## config.mk

```make
export PLATFORM = sky130hd
export DESIGN_NAME = pal_serial
export DESIGN_NICKNAME = d
export VERILOG_FILES = /design/src/rtl/pal_serial.sv
export SDC_FILE = /design/constraint.sdc
export NUM_CORES = 1
export LEC_CHECK = 0
export ABC_AREA = 1
export CAP_MARGIN = 0
export CELL_PAD_IN_SITES_DETAIL_PLACEMENT = 1
export CELL_PAD_IN_SITES_GLOBAL_PLACEMENT = 2
export CORE_MARGIN = 3
export CORE_UTILIZATION = 31
export CTS_CLUSTER_DIAMETER = 30
export CTS_CLUSTER_SIZE = 14
export DETAILED_ROUTE_END_ITERATION = 10
export MAX_ROUTING_LAYER = met4
export PLACE_DENSITY_LB_ADDON = 0.1
export SLEW_MARGIN = 10
export SYNTH_ARGS = -nofsm -noshare
export SYNTH_HDL_FRONTEND = slang
export SYNTH_SLANG_ARGS = --single-unit
export TNS_END_PERCENT = 1
```

## constraint.sdc

```tcl
create_clock -name clk -period 2 [get_ports clk]
set_input_delay 0.3 -clock clk [delete_from_list [all_inputs] [get_ports clk]]
set_output_delay 0.3 -clock clk [all_outputs]
set_load 0.01 [all_outputs]
```

## src/rtl/pal_serial.sv

```systemverilog
// Parallel-to-serial converter: DEPTH-entry input FIFO feeding a WIDTH-bit shifter.
// Optional even-parity trailer bit per frame when PAL_SERIAL_PARITY_EN is defined.
module pal_serial #(
  parameter int unsigned WIDTH     = 4,
  parameter int unsigned DEPTH     = 2,
  parameter int unsigned MSB_FIRST = 1
) (
  input  logic             clk,
  input  logic             reset,
  input  logic [WIDTH-1:0] din,
  input  logic             din_valid,
  output logic             din_ready,
  output logic             out,
  output logic             en,
  output logic             busy,
  output logic             word_done
);

`ifdef PAL_SERIAL_PARITY_EN
  localparam int unsigned FRAME = WIDTH + 1;
`else
  localparam int unsigned FRAME = WIDTH;
`endif
  localparam int unsigned CW   = (FRAME > 1) ? $clog2(FRAME) : 1;
  localparam int unsigned AW   = $clog2(DEPTH);
  localparam int unsigned CNTW = AW + 1;
  localparam logic [CW-1:0]   LAST_CNT = CW'(FRAME - 1);
  localparam logic [CNTW-1:0] FULL_CNT = CNTW'(DEPTH);
  localparam logic [CNTW-1:0] ONE_CNT  = CNTW'(1);

  typedef enum logic {IDLE, SHIFT} state_t;

  logic [WIDTH-1:0] mem [DEPTH];
  logic [AW-1:0]    wr_ptr, rd_ptr;
  logic [CNTW-1:0]  count;
  logic             push, pop;
  logic [WIDTH-1:0] head;

  state_t           state;
  logic [WIDTH-1:0] shreg;
  logic [CW-1:0]    bit_cnt, cnt_next;
`ifdef PAL_SERIAL_PARITY_EN
  logic             parity;
`endif

  function automatic logic first_bit(input logic [WIDTH-1:0] v);
    return (MSB_FIRST != 0) ? v[WIDTH-1] : v[0];
  endfunction

  function automatic logic [WIDTH-1:0] advance(input logic [WIDTH-1:0] v);
    return (MSB_FIRST != 0) ? (v << 1) : (v >> 1);
  endfunction

  // A pop only ever happens to load the shifter: from IDLE, or back-to-back on the last frame bit.
  always_comb begin
    din_ready = (count != FULL_CNT);
    push      = din_valid && din_ready;
    pop       = (count != '0) && ((state == IDLE) || (bit_cnt == LAST_CNT));
    head      = mem[rd_ptr];
    cnt_next  = bit_cnt + CW'(1);
    busy      = (state != IDLE) || (count != '0);
  end

  always_ff @(posedge clk or posedge reset) begin
    if (reset) begin
      mem    <= '{default: '0};
      wr_ptr <= '0;
      rd_ptr <= '0;
      count  <= '0;
    end else begin
      if (push) begin
        mem[wr_ptr] <= din;
        wr_ptr      <= wr_ptr + AW'(1);
      end
      if (pop)
        rd_ptr <= rd_ptr + AW'(1);
      case ({push, pop})
        2'b10:   count <= count + ONE_CNT;
        2'b01:   count <= count - ONE_CNT;
        default: count <= count;
      endcase
    end
  end

  always_ff @(posedge clk or posedge reset) begin
    if (reset) begin
      state     <= IDLE;
      shreg     <= '0;
      bit_cnt   <= '0;
      out       <= 1'b0;
      en        <= 1'b0;
      word_done <= 1'b0;
`ifdef PAL_SERIAL_PARITY_EN
      parity    <= 1'b0;
`endif
    end else if (pop) begin
      state     <= SHIFT;
      shreg     <= head;
      bit_cnt   <= '0;
      out       <= first_bit(head);
      en        <= 1'b1;
      word_done <= (LAST_CNT == '0);
`ifdef PAL_SERIAL_PARITY_EN
      parity    <= ^head;
`endif
    end else if (state == SHIFT && bit_cnt != LAST_CNT) begin
      bit_cnt   <= cnt_next;
      shreg     <= advance(shreg);
      en        <= 1'b1;
      word_done <= (cnt_next == LAST_CNT);
`ifdef PAL_SERIAL_PARITY_EN
      if (bit_cnt == CW'(WIDTH - 1))
        out <= parity;
      else
        out <= first_bit(advance(shreg));
`else
      out       <= first_bit(advance(shreg));
`endif
    end else begin
      state     <= IDLE;
      bit_cnt   <= '0;
      out       <= 1'b0;
      en        <= 1'b0;
      word_done <= 1'b0;
    end
  end

endmodule

```

# == Word level (Yosys, flattened, before mapping) ==
# Cells that the tools add are included.
# totals
regBits,21
latch_bits,0
ram_bits,0
romBits,0
inputBits,7
word_cells,57
mem_count,0
# classes
addsub,5
mul,0
div,0
n_lt_le_gt_ge,3
n_eq_ne,7
n_shift,0
n_mux,19
n_bitwise,3
reduce_logical,9
# op_table
op,n
4-bit 2-to-1 mux,4
8-bit bitwise mux,1
1-bit 2-to-1 mux,8
2-bit == test (second input constant),3
3-bit 2-to-1 mux,2
2-bit inequality test (second input constant),3
2-bit nonzero test,3
2-bit by 1-bit adder with 2-bit output (second input constant),2
4-bit demux with 1-bit select,1
2-bit >= comparator (second input constant),2
1-bit logical AND,4
2-bit 2-to-1 mux,2
1-bit inverter with 2-bit output,2
2-bit case mux with 2 select lines,1
1-bit adder (second input constant),2
2-bit by 1-bit == test with 1-bit output (second input constant),1
1-bit logical OR,2
2-bit by 1-bit < comparator with 1-bit output (second input constant),1
2-bit by 1-bit subtractor with 2-bit output (second input constant),1
1-bit inverter,1

# == Longest topological paths before layout ==
# Gate-level depths: netlist of the first run.
# logic_depth
word_depth,6
ltp_mapped,9

# == Worst setup path after synthesis of the first run ==
# Ideal clock, no wire load.
# synth_timing
path_type,register to register
startpoint,reg bit_cnt[0]
endpoint,reg count[1]
setup_ps,117
t_arrival_ps,1433
setup_slack_ps,450
stages_incl_launch_ff,9
path_cell_list,dfrtp_1 ha_1 nor2_1 nor2_4 ha_1 inv_1 nand3_1 nand2_1 nand2_1
# synth_between
elab_chain_cells,5
elab_cells_between_ends,7
classes_between,eq/ne (3); mux (1); reduce/logical (3)
# synth_lines
item,line,text
from (decl),41,"logic [CW-1:0] bit_cnt, cnt_next;"
from (signal assigned),107,bit_cnt <= cnt_next;
2-bit == test *,58,pop = (count != '0) && ((state == IDLE) || (bit_cnt == LAST_CNT));
1-bit logical OR *,58,
1-bit logical AND *,58,
via pop,36,"logic push, pop;"
2-bit by 1-bit == test with 1-bit output / 2-bit == test (equally long branches),77,"case ({push, pop})"
2-bit case mux with 2 select lines / 2-bit nonzero test (equally long branches),-,
to (signal assigned),78,2'b10: count <= count + ONE_CNT;
to (signal assigned),79,2'b01: count <= count - ONE_CNT;
to (signal assigned),80,default: count <= count;
to (decl),35,logic [CNTW-1:0] count;
# Mark *: on every way through the listed nets, which the timed path passes. The rest lies on a longest branch.
# A chain may end at the register's enable or synchronous reset.

# == Worst setup path in the final report of the first run ==
# layout_timing
startpoint,reg count[0]
endpoint,out din_ready
# layout_between
elab_chain_cells,1
# layout_lines
item,line,text
2-bit inequality test,56,din_ready = (count != FULL_CNT);
to (decl),12,"output logic din_ready,"
# Every way passes these cells.

==> out/metrics.yaml, run 1 <==
routing:
  drtAntennaViolNets: 0
  routed_wl_mm: 1.97
  viasPerCell: 4.70
  wl_per_cell_um: 12.2
  drt-initial-drc-count: 13
  drc_errors: 0
  num_vias: 761
  drt_first_pass_iters: 3
power:
  leakage_uw: 0.000614
  vdd_ir_drop_max_mv: 0.516
  p_per_area_mw_per_mm2: 1500
  power.total_uw: 1750
clock_network:
  cts_buffers: 3
  cts_tree: "yes"
  clk_pin_slew_ns: 0.12
  hold_buffers: 0
  cts.path.max_buffers: 2
  cts_root_buffer: "clkbuf_4"
  cts_htree_levels: 1
  clock_sinks: 21
  clk_latency_ns: 0.30
critical_path:
  reg2reg_depth: 8
  path_class: "flop to output port"
  cp-startpoint: "count[0]"
  arrival_ns: 1.55
  worstPathMaxFanout: 4
  cp-end-kind: "output port"
  cp-endpoint: "din_ready"
  critical_path_required_ns: 1.70
  r2r-end: "count[1]"
  r2r_start: "bit_cnt[0]"
  rrSetupSlack_ns: 0.28
  startpoint_type: "flop"
final_layout:
  fill_cells: 349
  area_growth_pct: 22.2
  final_nets: 142
  diodes: 0
  drive_above_1_share_pct: 9.92
yosys:
  synth_cells: 112
  yosysTopAreaCell: "dfrtp_1"
  seq_area_frac_synth_pct: 55.3
  syn-cell-area_um2: 951
  avgSynthCellArea_um2: 8.49
  synth_top_area_share_pct: 55.3
  synth_seq_cells: 21
  synth_nets: 122
  yosysUniqueCellTypes: 13
  netlist_top_cells_area: "dfrtp_1 55%, nand2_1 20%, nand3_1 8.4%"
  synth_warnings: 0
floorplan:
  io_pins: 12
  rows: 19
  die_h_um: 61.4
  die_area_mm2: 0.00377
  start_util_pct: 33.6
  core_area_mm2: 0.00283
  fp.dieW_um: 61.4
global_routing:
  grt_pass1_vias: 789
  grt_max_degree: 22
  antenna_found_initial: 0
  grt_overflow_total: 0
  grt_pass1_wl_mm: 3.59
  grtUsageTotal_pct: 14.0
status:
  status: "completed"
timing:
  fin_crit_ns: 1.85
  hold_viol_final: 0
  setup_violations: 0
  skew_ns: 0.00102
  worst_pin_slew_ns: 0.356
  tns_ns: 0
  slew_headroom_pct: 76.1
  fmax_mhz: 540
  grt_setup_unrepaired: "no"
  period_share_pct: 92.6
  final_max_slew_viol_count: 0
worst_hold_path:
  hp-class: "primary input to asynchronous set/reset pin"
placement:
  hpwl_mm: 1.55
  gp_congestion: 0.678
  io_buffers: 11
job:
  maxCapViolCount: 0
power breakdown:
part / leakage, uW / total (uW) / switching [uW] / internal, uW
sequential: 0.000257 / 774 / 158 / 616
clock: 0.0000177 / 209 / 134 / 74.6
combinational: 0.000339 / 767 / 442 / 325
total: 0.000614 / 1750 / 734 / 1020
sequential cells by signal (all words and copies together), names as in the netlist:
register / cells
bit_cnt: 2
word_done: 1
state: 1
out: 1
wr_ptr: 1
mem: 8
rd_ptr: 1
en: 1
shreg: 3
count: 2
synth_stat cells (all sizes together):
cell type,number
ha,3
a21boi,1
nand2,50
nand3,16
nor2,6
dfrtp,21
nand4,1
xor2,1
inv,12
xnor2,1
per-layer routing:
metal,GRT usage [%],up-vias,share of wire [%]
met5,-,-,0
met4,8.18,0,2.9
met3,2.52,4,3.0
met2,22.8,12,50
met1,16.0,356,44
li1,-,389,-
cells in the final DEF, fill, tap and decap left out:
cell              n
a21boi_4          1
buf_4             4
clkbuf_4          3
clkdlybuf4s50_1  11
clkinv_2          1
dfrtp_1          21
ha_1              3
inv_1            10
inv_2             2
nand2_1          50
nand3_1          16
nand4_1           1
nor2_1            4
nor2_4            2
xnor2_1           1
xor2_1            1
metrics by stage:
step / util (%) / instance area [um2] / setup slack, ns / hold slack (ns) / std cells
final: 41.1 / 1160 / 0.148 / 0.316 / 162
after global routing: 41.1 / 1160 / 0.0328 / 0.310 / 162
after CTS: 40.6 / 1150 / 0.0512 / 0.310 / 160
after detailed placement: 39.4 / 1110 / 0.225 / 0.469 / 156
after global placement: 39.4 / 1110 / 0.300 / 0.446 / 156
after floorplan: - / 951 / 0.450 / 0.277 / 112
worst min-delay path by stage:
stage                     from         end  slack (ns)  depth (start not counted)
finish                   reset    count[1]        0.32                          3
CTS                      reset  bit_cnt[1]        0.31                          3
floorplan                reset  bit_cnt[0]        0.28                          1
global placement    bit_cnt[0]  bit_cnt[0]        0.45                          1
global route             reset    count[1]        0.31                          3
detailed placement      mem[0]      mem[0]        0.47                          2
critical path, stage by stage, from the launching register on:
cell             delay [ns]
dfrtp_1                0.49
inv_2                  0.11
nand2_1                0.11
clkdlybuf4s50_1        0.55
timing repair:
action | 4_1_cts | 5_1_grt
pin swaps | 0 | 1
gates resized for setup | 1 | 0
setup endpoints to repair | 1 | 1
buffers inserted | 0 | 2
cloned | 0 | 0
final cells by class:
type | count | area [um2] | share of cell area, %
Clock buffer | 3 | 22.5 | 1.94
Tap cell | 31 | 38.8 | 3.34
Inverter | 12 | 45.0 | 3.88
Clock inverter | 1 | 5.00 | 0.431
Sequential cell | 21 | 526 | 45.2
Multi-Input combinational cell | 79 | 385 | 33.2
Timing Repair Buffer | 15 | 140 | 12.1
logic make-up (layout without fill, tap and decap cells):
logic type                 after synthesis  after routing  synth area share [%]
and+or+nand+nor                         73             73                  32.2
buffers and inverters                   12             31                  4.74
adders and majority gates                3              3                  3.95
DFF                                     21             21                  55.3
AOI/OAI and AO/OA                        1              1                  1.97
xor gates and xnor gates                 2              2                  1.84
Power figures use the tool's default switching activity.
==> inputs of run 2 (changes only) <==
--- a/config.mk
+++ b/config.mk
@@ -18,2 +18,3 @@
 export PLACE_DENSITY_LB_ADDON = 0.1
+export SETUP_SLACK_MARGIN = 0.2
 export SLEW_MARGIN = 10
==> constraint.sdc (replaced) <==
create_clock -name clk -period 2 [get_ports clk]
set_input_delay 0.2 -clock clk [delete_from_list [all_inputs] [get_ports clk]]
set_output_delay 0.2 -clock clk [all_outputs]
set_load 0.01 [all_outputs]
==> run 2 against run 1 <==
Compared with the run above:
- clock-buffer cell count increased by 1
- die area stayed put
- maximum frequency up 7.0%
- sequential share of layout area increased by 0.24 points
- non-clock buffer count down 1
- power is 0.42% lower
- clock power is 5% lower
- critical path type unchanged
- largest cell class unchanged
==> out/metrics.yaml, run 2 (synthesis results as in run 1) <==
power:
  power.total_uw: 1740  # -0.42%
  switching_share_pct: 41.6  # -0.33 points
  p_per_area_mw_per_mm2: 1510  # +0.12%
  p_comb_share_pct: 44.4  # +0.6 points
  switchingPower_uw: 725  # -1.2%
  pwr-share-clk_pct: 11.4  # -0.5 points
  internal_power_uw: 1020  # +0.15%
  leakage_uw: 0.000607  # -1.1%
  vdd_ir_drop_max_mv: 0.610  # +18%
  sequentialPowerShare_pct: 44.2  # about the same
floorplan:
  start_util_pct: 33.6  # unchanged
  die_h_um: 61.4  # unchanged
  core_area_mm2: 0.00283  # unchanged
  io_pins: 12  # unchanged
  die_area_mm2: 0.00377  # unchanged
  fp.dieW_um: 61.4  # unchanged
  rows: 19  # unchanged
final_layout:
  largest_register_ffs: 8  # unchanged
  final_cell_mix: "50 x nand2_1, 21 x dfrtp_1, 16 x nand3_1"
  mostFrequentLayoutCell: "nand2_1"
  diodes: 0  # unchanged
  seq_area_um2: 526  # unchanged
  drive_above_1_share_pct: 9.23  # -0.69 points
  stdcell_area_mm2: 0.00116  # -0.54%
  area_growth_pct: 21.6
  final_nets: 141  # -0.70%
  fill_cells: 338  # -3.2%
  largestRegisters: "mem: 8 flops, shreg: 3 flops"
  top_register: "mem"
  multi_input_area_um2: 388  # +0.65%
routing:
  num_vias: 751  # -1.3%
  routed_wl_mm: 1.99  # +0.86%
  drt-initial-drc-count: 16  # +3
  drc_errors: 0  # unchanged
  drtAntennaViolNets: 0  # unchanged
  wl_per_cell_um: 12.3  # +1.5%
  drt_first_pass_iters: 3  # unchanged
  viasPerCell: 4.66  # -0.70%
critical_path:
  critical_path_required_ns: 1.80  # +0.10 ns
  path_class: "flop to output port"
  rrSetupSlack_ns: 0.35  # +0.07 ns
  crit_family: "buffers and inverters"
  critPathMaxStageDelay_ns: 0.55  # about the same
  slowest_stage: "clkdlybuf4s50_1"
  worstPathMaxFanout: 4  # unchanged
  critPathBufInv: 2  # unchanged
  path_cells: "inv_2 -> nand2_1 -> clkdlybuf4s50_1"
  cp-end-kind: "output port"
  arrival_ns: 1.53  # -0.02 ns
  startpoint_type: "flop"
clock_network:
  cts_root_buffer: "clkbuf_4"
  cts_tree: "yes"
  cts_buffers: 3  # unchanged
  cts.path.max_buffers: 2  # unchanged
  clk_pin_slew_ns: 0.11  # about the same
  clock_sinks: 21  # unchanged
  clk_latency_ns: 0.29  # about the same
  cts_htree_levels: 1  # unchanged
placement:
  place_ws_ns: 0.212  # -0.0130 ns
  gp_congestion: 0.690  # +1.8%
  hpwl_mm: 1.56  # +0.66%
  placed_area_mm2: 0.00111  # -0.67%
  io_buffers: 11  # unchanged
timing:
  tns_ns: 0  # unchanged
  fin_crit_ns: 1.73  # -0.121 ns
  grt_setup_unrepaired: "yes"
  fmax_mhz: 578  # +7.0%
  final_max_slew_viol_count: 0  # unchanged
  skew_ns: 0.00156  # +0.000537 ns
  period_share_pct: 86.6  # -6.0 points
  hold_viol_final: 0  # unchanged
  worst_pin_slew_ns: 0.286  # -0.0701 ns
  fin_ws_ns: 0.269  # +0.121 ns
  setup_violations: 0  # unchanged
  slew_headroom_pct: 80.9  # +4.7 points
job:
  maxCapViolCount: 0  # unchanged
worst_hold_path:
  hp-class: "primary input to asynchronous set/reset pin"
status:
  status: "completed"
global_routing:
  antenna_found_initial: 0  # unchanged
  grt_max_degree: 22  # unchanged
  grt_pass1_vias: 837  # +6.1%
  grtUsageTotal_pct: 13.4  # -0.57 points
  grt_overflow_total: 0  # unchanged
  grt_pass1_wl_mm: 3.62  # +0.75%
[run 2: cell types whose count changed in the layout (fill, tap and decap cells not counted), sizes merged]
cell and delta:
buf -1, clkbuf +1, clkinv -1
[run 2: worst paths after layout]
path | from | end | depth (start not counted)
worst max-delay path | count[0] | din_ready | 3
worst min-delay path | reset | count[1] | 3
worst max register to register | bit_cnt[0] | count[1] | 8
worst min register to register | bit_cnt[0] | bit_cnt[0] | 1
max in group asynchronous | reset | mem[2] | 3
min in group clk | bit_cnt[0] | bit_cnt[0] | 1
[run 2: through the flow]
step                instances  util [%]  hold WS (ns)
floorplan                 112         -         0.177
global placement          155      39.1         0.446
detailed placement        155      39.1         0.467
CTS                       159      40.2         0.226
global route              161      40.9         0.229
finish                    161      40.9         0.230
[run 2: cell type report]
type	count	share of cell area, %
flip-flops and latches	21	45.5
multi-input cells	79	33.5
repair buffers	14	11.5
inverters	12	3.90
well taps	31	3.35
clock buffers	4	2.27
[run 2: repair_timing]
action / CTS / global route
cloned: 0 / 0
endpoints found under the setup margin: 1 / 3
pin swaps: 1 / 1
hold buffers: 0 / 0
setup buffers: 0 / 2
gates resized for setup: 1 / 1
[run 2: worst min-delay path: stages]
cell	delay, ns
clkdlybuf4s50_1	0.40
inv_1	0.05
buf_4	0.27
[run 2: power by group through the flow]
stage	sequential, uW	combinational, uW	clock (uW)
after floorplan	746	523	0
after global placement	767	719	0
after detailed placement	773	752	0
after CTS	772	759	216
after global routing	802	911	236
final	770	774	199
[run 2: per-layer routing]
layer | up-vias | GRT usage (%) | share of wire [%]
met5 | - | - | 0
met4 | 0 | 5.45 | 1.8
met3 | 4 | 2.73 | 3.7
met2 | 15 | 23.3 | 50
met1 | 348 | 15.0 | 44
li1 | 384 | - | -
